<file path="config.mk">
export PLATFORM = sky130hd
export DESIGN_NAME = seg7_lut
export DESIGN_NICKNAME = d
export VERILOG_FILES = /design/src/rtl/seg7_lut.sv
export SDC_FILE = /design/constraint.sdc
export NUM_CORES = 1
export LEC_CHECK = 0
export ABC_AREA = 1
export CORE_AREA = 5 5 42 44
export DETAILED_ROUTE_END_ITERATION = 8
export DIE_AREA = 0 0 47 49
export PLACE_DENSITY = 0.67
export SLEW_MARGIN = 40
export SYNTH_ARGS = -nofsm -noshare
export SYNTH_HDL_FRONTEND = slang
export SYNTH_SLANG_ARGS = --single-unit
</file>
<file path="constraint.sdc">
create_clock -name clk -period 1.59 [get_ports clk]
set_input_delay 0.477 -clock clk [delete_from_list [all_inputs] [get_ports clk]]
set_output_delay 0.477 -clock clk [all_outputs]
set_load 0.03 [all_outputs]
</file>
<file path="src/rtl/seg7_lut.sv">
`default_nettype none
// +----------------------------------------------------------------------------+
// | Module      : seg7_lut                                                     |
// | Description : Hex nibble to seven-segment decoder with registered output,  |
// |               lamp test, blank and optional blink (SEG7_LUT_BLINK_EN).     |
// | Revision    : 1.0  initial release                                         |
// +----------------------------------------------------------------------------+
module seg7_lut #(
   parameter bit          ACTIVE_LOW = 1'b1,
   parameter int unsigned BLINK_DIV  = 25_000_000
) (
   input  logic       clk,
   input  logic       reset,
   input  logic [3:0] iDIG,
   input  logic       iBLANK,
   input  logic       iLT,
   input  logic       iBLINK,
   output logic [6:0] oSEG
);

   localparam logic [6:0]  c_DARK_AL  = 7'h7F;
   localparam logic [6:0]  c_LIT_AL   = 7'h00;
   localparam logic [6:0]  c_DARK_OUT = ACTIVE_LOW ? 7'h7F : 7'h00;
   localparam logic [25:0] c_CNT_MAX  = 26'(BLINK_DIV - 1);

   logic [6:0] w_digit_al;
   logic [6:0] w_seg_al;
   logic [6:0] w_seg_out;
   logic       w_blink_off;
   logic [6:0] r_seg;

   // Patterns are held active-low (segment lit = 0); polarity is applied last.
   always_comb begin
      w_digit_al = c_DARK_AL;
      case (iDIG)
         4'h0: w_digit_al = 7'h40;
         4'h1: w_digit_al = 7'h79;
         4'h2: w_digit_al = 7'h24;
         4'h3: w_digit_al = 7'h30;
         4'h4: w_digit_al = 7'h19;
         4'h5: w_digit_al = 7'h12;
         4'h6: w_digit_al = 7'h02;
         4'h7: w_digit_al = 7'h78;
         4'h8: w_digit_al = 7'h00;
         4'h9: w_digit_al = 7'h18;
         4'hA: w_digit_al = 7'h08;
         4'hB: w_digit_al = 7'h03;
         4'hC: w_digit_al = 7'h46;
         4'hD: w_digit_al = 7'h21;
         4'hE: w_digit_al = 7'h06;
         4'hF: w_digit_al = 7'h0E;
         default: w_digit_al = c_DARK_AL;
      endcase
   end

`ifdef SEG7_LUT_BLINK_EN
   logic [25:0] r_cnt;
   logic        r_phase;

   // Free-running timebase; phase flips on the same edge the counter wraps.
   always_ff @(posedge clk) begin
      if (reset) begin
         r_cnt   <= 26'd0;
         r_phase <= 1'b1;
      end else if (r_cnt == c_CNT_MAX) begin
         r_cnt   <= 26'd0;
         r_phase <= ~r_phase;
      end else begin
         r_cnt   <= r_cnt + 26'd1;
      end
   end

   assign w_blink_off = iBLINK & ~r_phase;
`else
   logic w_unused_blink;

   assign w_unused_blink = ^{iBLINK, c_CNT_MAX};
   assign w_blink_off    = 1'b0;
`endif

   always_comb begin
      w_seg_al = w_digit_al;
      if (iLT)
         w_seg_al = c_LIT_AL;
      else if (iBLANK)
         w_seg_al = c_DARK_AL;
      else if (w_blink_off)
         w_seg_al = c_DARK_AL;
   end

   generate
      if (ACTIVE_LOW) begin : g_active_low
         assign w_seg_out = w_seg_al;
      end else begin : g_active_high
         assign w_seg_out = ~w_seg_al;
      end
   endgenerate

   always_ff @(posedge clk) begin
      if (reset)
         r_seg <= c_DARK_OUT;
      else
         r_seg <= w_seg_out;
   end

   assign oSEG = r_seg;

endmodule
`default_nettype wire

</file>
==> impl_metrics.env <==
export IMPL_finalPower_uw=509
export IMPL_p_leak_nw=0.402
export IMPL_place_gp_congestion=0.801
export IMPL_drive_gt1_share_pct=23.2
export IMPL_syn_area_um2=499
export IMPL_final_setup_viol_count=0
export IMPL_clk_pin_slew_ns=0.05
export IMPL_avgRoutedWirePerCell_um=8.87
export IMPL_hold_path_class="input pin to register"
export IMPL_fp_dieH_um=49
export IMPL_slew_headroom_pct=79.9
export IMPL_arrival_ns=1.65
export IMPL_dpl_hpwl_um=857
export IMPL_finalMaxSlewViolations=0
export IMPL_critical_path_class="input pin to register"
export IMPL_yosys_area_top_type_share_pct=28.1
export IMPL_grt_pass1_wl_um=1720
export IMPL_grt_use_total_pct=9.93
export IMPL_numCtsBuffers=3
export IMPL_start_util_pct=35.6
export IMPL_synth_flop_cell="dfxtp_1"
export IMPL_period_minus_slack_ns=1.52
export IMPL_first_global_vias=434
export IMPL_seqCellArea_um2=140
export IMPL_syn_num_nets=88
export IMPL_async_flop_share_pct=0
export IMPL_areaGrowthSynthToFinish_pct=51.4
export IMPL_crit_start="iDIG[1]"
export IMPL_clock_sinks=7
export IMPL_antenna_found_initial=0
export IMPL_outcome="finished clean"
export IMPL_vias=496
export IMPL_multi_input_area_um2=315
export IMPL_largest_reg_flops=7
export IMPL_first_pass_iters=2
export IMPL_peakVddDrop_v=0.000237
export IMPL_htreeDepth=1
export IMPL_die_area_mm2=0.00230
export IMPL_period_share_pct=95.5
export IMPL_fp_dieW_um=47
export IMPL_root_buffer="clkbuf_4"
export IMPL_drcViolationCount=0
export IMPL_syn_avg_cell_area_um2=6.84
export IMPL_cts_tree="yes"
export IMPL_dp_cells=111
export IMPL_n_antenna_cell=0
export IMPL_dp_slack_ns=-0.265
export IMPL_clockBufferDepth=2
export IMPL_core_mm2=0.00140
export IMPL_setup_ws_ns=0.0723
export IMPL_ys_seq_area_share_pct=28.1
export IMPL_ys_ff_latch=7
export IMPL_dr_first_iter_drc_count=5
export IMPL_power_density_mw_per_mm2=674
export IMPL_ys_types=12
export IMPL_ant_nets=0
export IMPL_io_buffers=14
export IMPL_tightest_slew_ns=0.303
export IMPL_worst_path_max_fanout=4
export IMPL_max_freq_ghz=0.659
export IMPL_synth_most_common_cell="nand2_1"
export IMPL_synth_largest_area_cell="dfxtp_1"
export IMPL_grt_ovfl_total=0
export IMPL_cap_violations=0
export IMPL_totalWireLength_um=1020
export IMPL_stdcell_count=115
export IMPL_required_ns=1.72
export IMPL_endpoint_kind="register"
export IMPL_start_kind="input pin"
export IMPL_fin_nets=115
export IMPL_post_drt_via_cell_ratio=4.31
export IMPL_rsz0062_at_grt="no"
export IMPL_ys_warn_count=0
export IMPL_synth_area_leaders="dfxtp_1 (28%), nand2_1 (23%), ha_1 (15%)"
export IMPL_num_rows=14
export IMPL_synth_cells=73
export IMPL_synth_edf_count=0
export IMPL_finalHoldViolCount=0
export IMPL_grt_max_degree=9
export IMPL_endpoint="oSEG[3]$_SDFF_PP1_"
export IMPL_ios=16
export IMPL_num_fill_cells=154
export IMPL_yosys_top_cells_count="nand2_1 (31), nand3_1 (14), dfxtp_1 (7)"
export IMPL_postCtsSetupRepairBufs=0
## worst max-delay path: stages
cell             delay [ns]
clkdlybuf4s50_1        0.49
inv_2                  0.07
ha_4                   0.28
inv_1                  0.04
nand2_1                0.04
nand2_1                0.05
nand2_1                0.05
nand3_1                0.06
nand2_1                0.06
nand2_1                0.04
## report_power, final
| group | switching (mW) | internal, mW |
|---|---|---|
| clock | 0.0562 | 0.0952 |
| sequential | 0.00233 | 0.189 |
| combinational | 0.0916 | 0.0750 |
| total | 0.150 | 0.359 |
## placed cells by master, fill, tap and decap left out
master,count
clkinv_2,1
inv_2,4
dlygate4sd2_1,7
nand3_2,1
inv_1,4
buf_4,9
o21ai_1,2
nand3_1,13
clkbuf_1,1
bufinv_8,1
clkbuf_4,3
dlymetal6s2s_1,1
dfxtp_1,7
ha_2,1
ha_1,4
ha_4,1
clkdlybuf4s50_1,6
o211ai_2,1
nand2_1,31
nand2_4,1
## how the worst min path moves through the flow
stage | start | endpoint | slack [ns] | cells after the start
after CTS | reset | oSEG[3]$_SDFF_PP1_ | 0.90 | 3
after detailed placement | reset | oSEG[3]$_SDFF_PP1_ | 1.14 | 3
after floorplan | reset | oSEG[0]$_SDFF_PP1_ | 0.64 | 2
after global placement | reset | oSEG[0]$_SDFF_PP1_ | 1.14 | 3
after global routing | iDIG[0] | oSEG[1]$_SDFF_PP1_ | 0.91 | 7
final | iDIG[0] | oSEG[1]$_SDFF_PP1_ | 0.83 | 7
## metrics by stage
step                util, %  hold WS, ns  setup TNS, ns  cell area, um^2
finish                 53.9        0.829              0              756
global route           53.9        0.906              0              756
CTS                    53.2        0.895              0              746
detailed placement     51.1         1.14          -1.40              716
global placement       51.1         1.14          -1.28              716
floorplan                 -        0.639              0              499
## cells by family after synthesis
kind of cell,share of synthesized area [%]
buf+inv,12.8
compound gates,4.51
fa+ha+maj,15.0
flops,28.1
simple gates,39.6
## layout make-up
type,instances,share of cell area (%)
repair buffers,23,26.7
inverters,10,6.95
multi-input cells,55,41.7
flip-flops and latches,7,18.5
clock buffers,4,3.48
well taps,16,2.65
## what timing repair did
action / 4_1_cts / 5_1_grt
resized for setup: 9 / 4
setup endpoints to repair: 8 / 5
hold buffers: 0 / 0
## layer usage
layer	vias to the layer above	GRT usage [%]	wire length, um
met2	11	16.1	526
met4	0	5.53	0
met5	-	0	0
li1	282	-	-
met3	0	2.58	80
met1	203	11.2	413
Note: power is estimated with default switching activity, not from simulation.
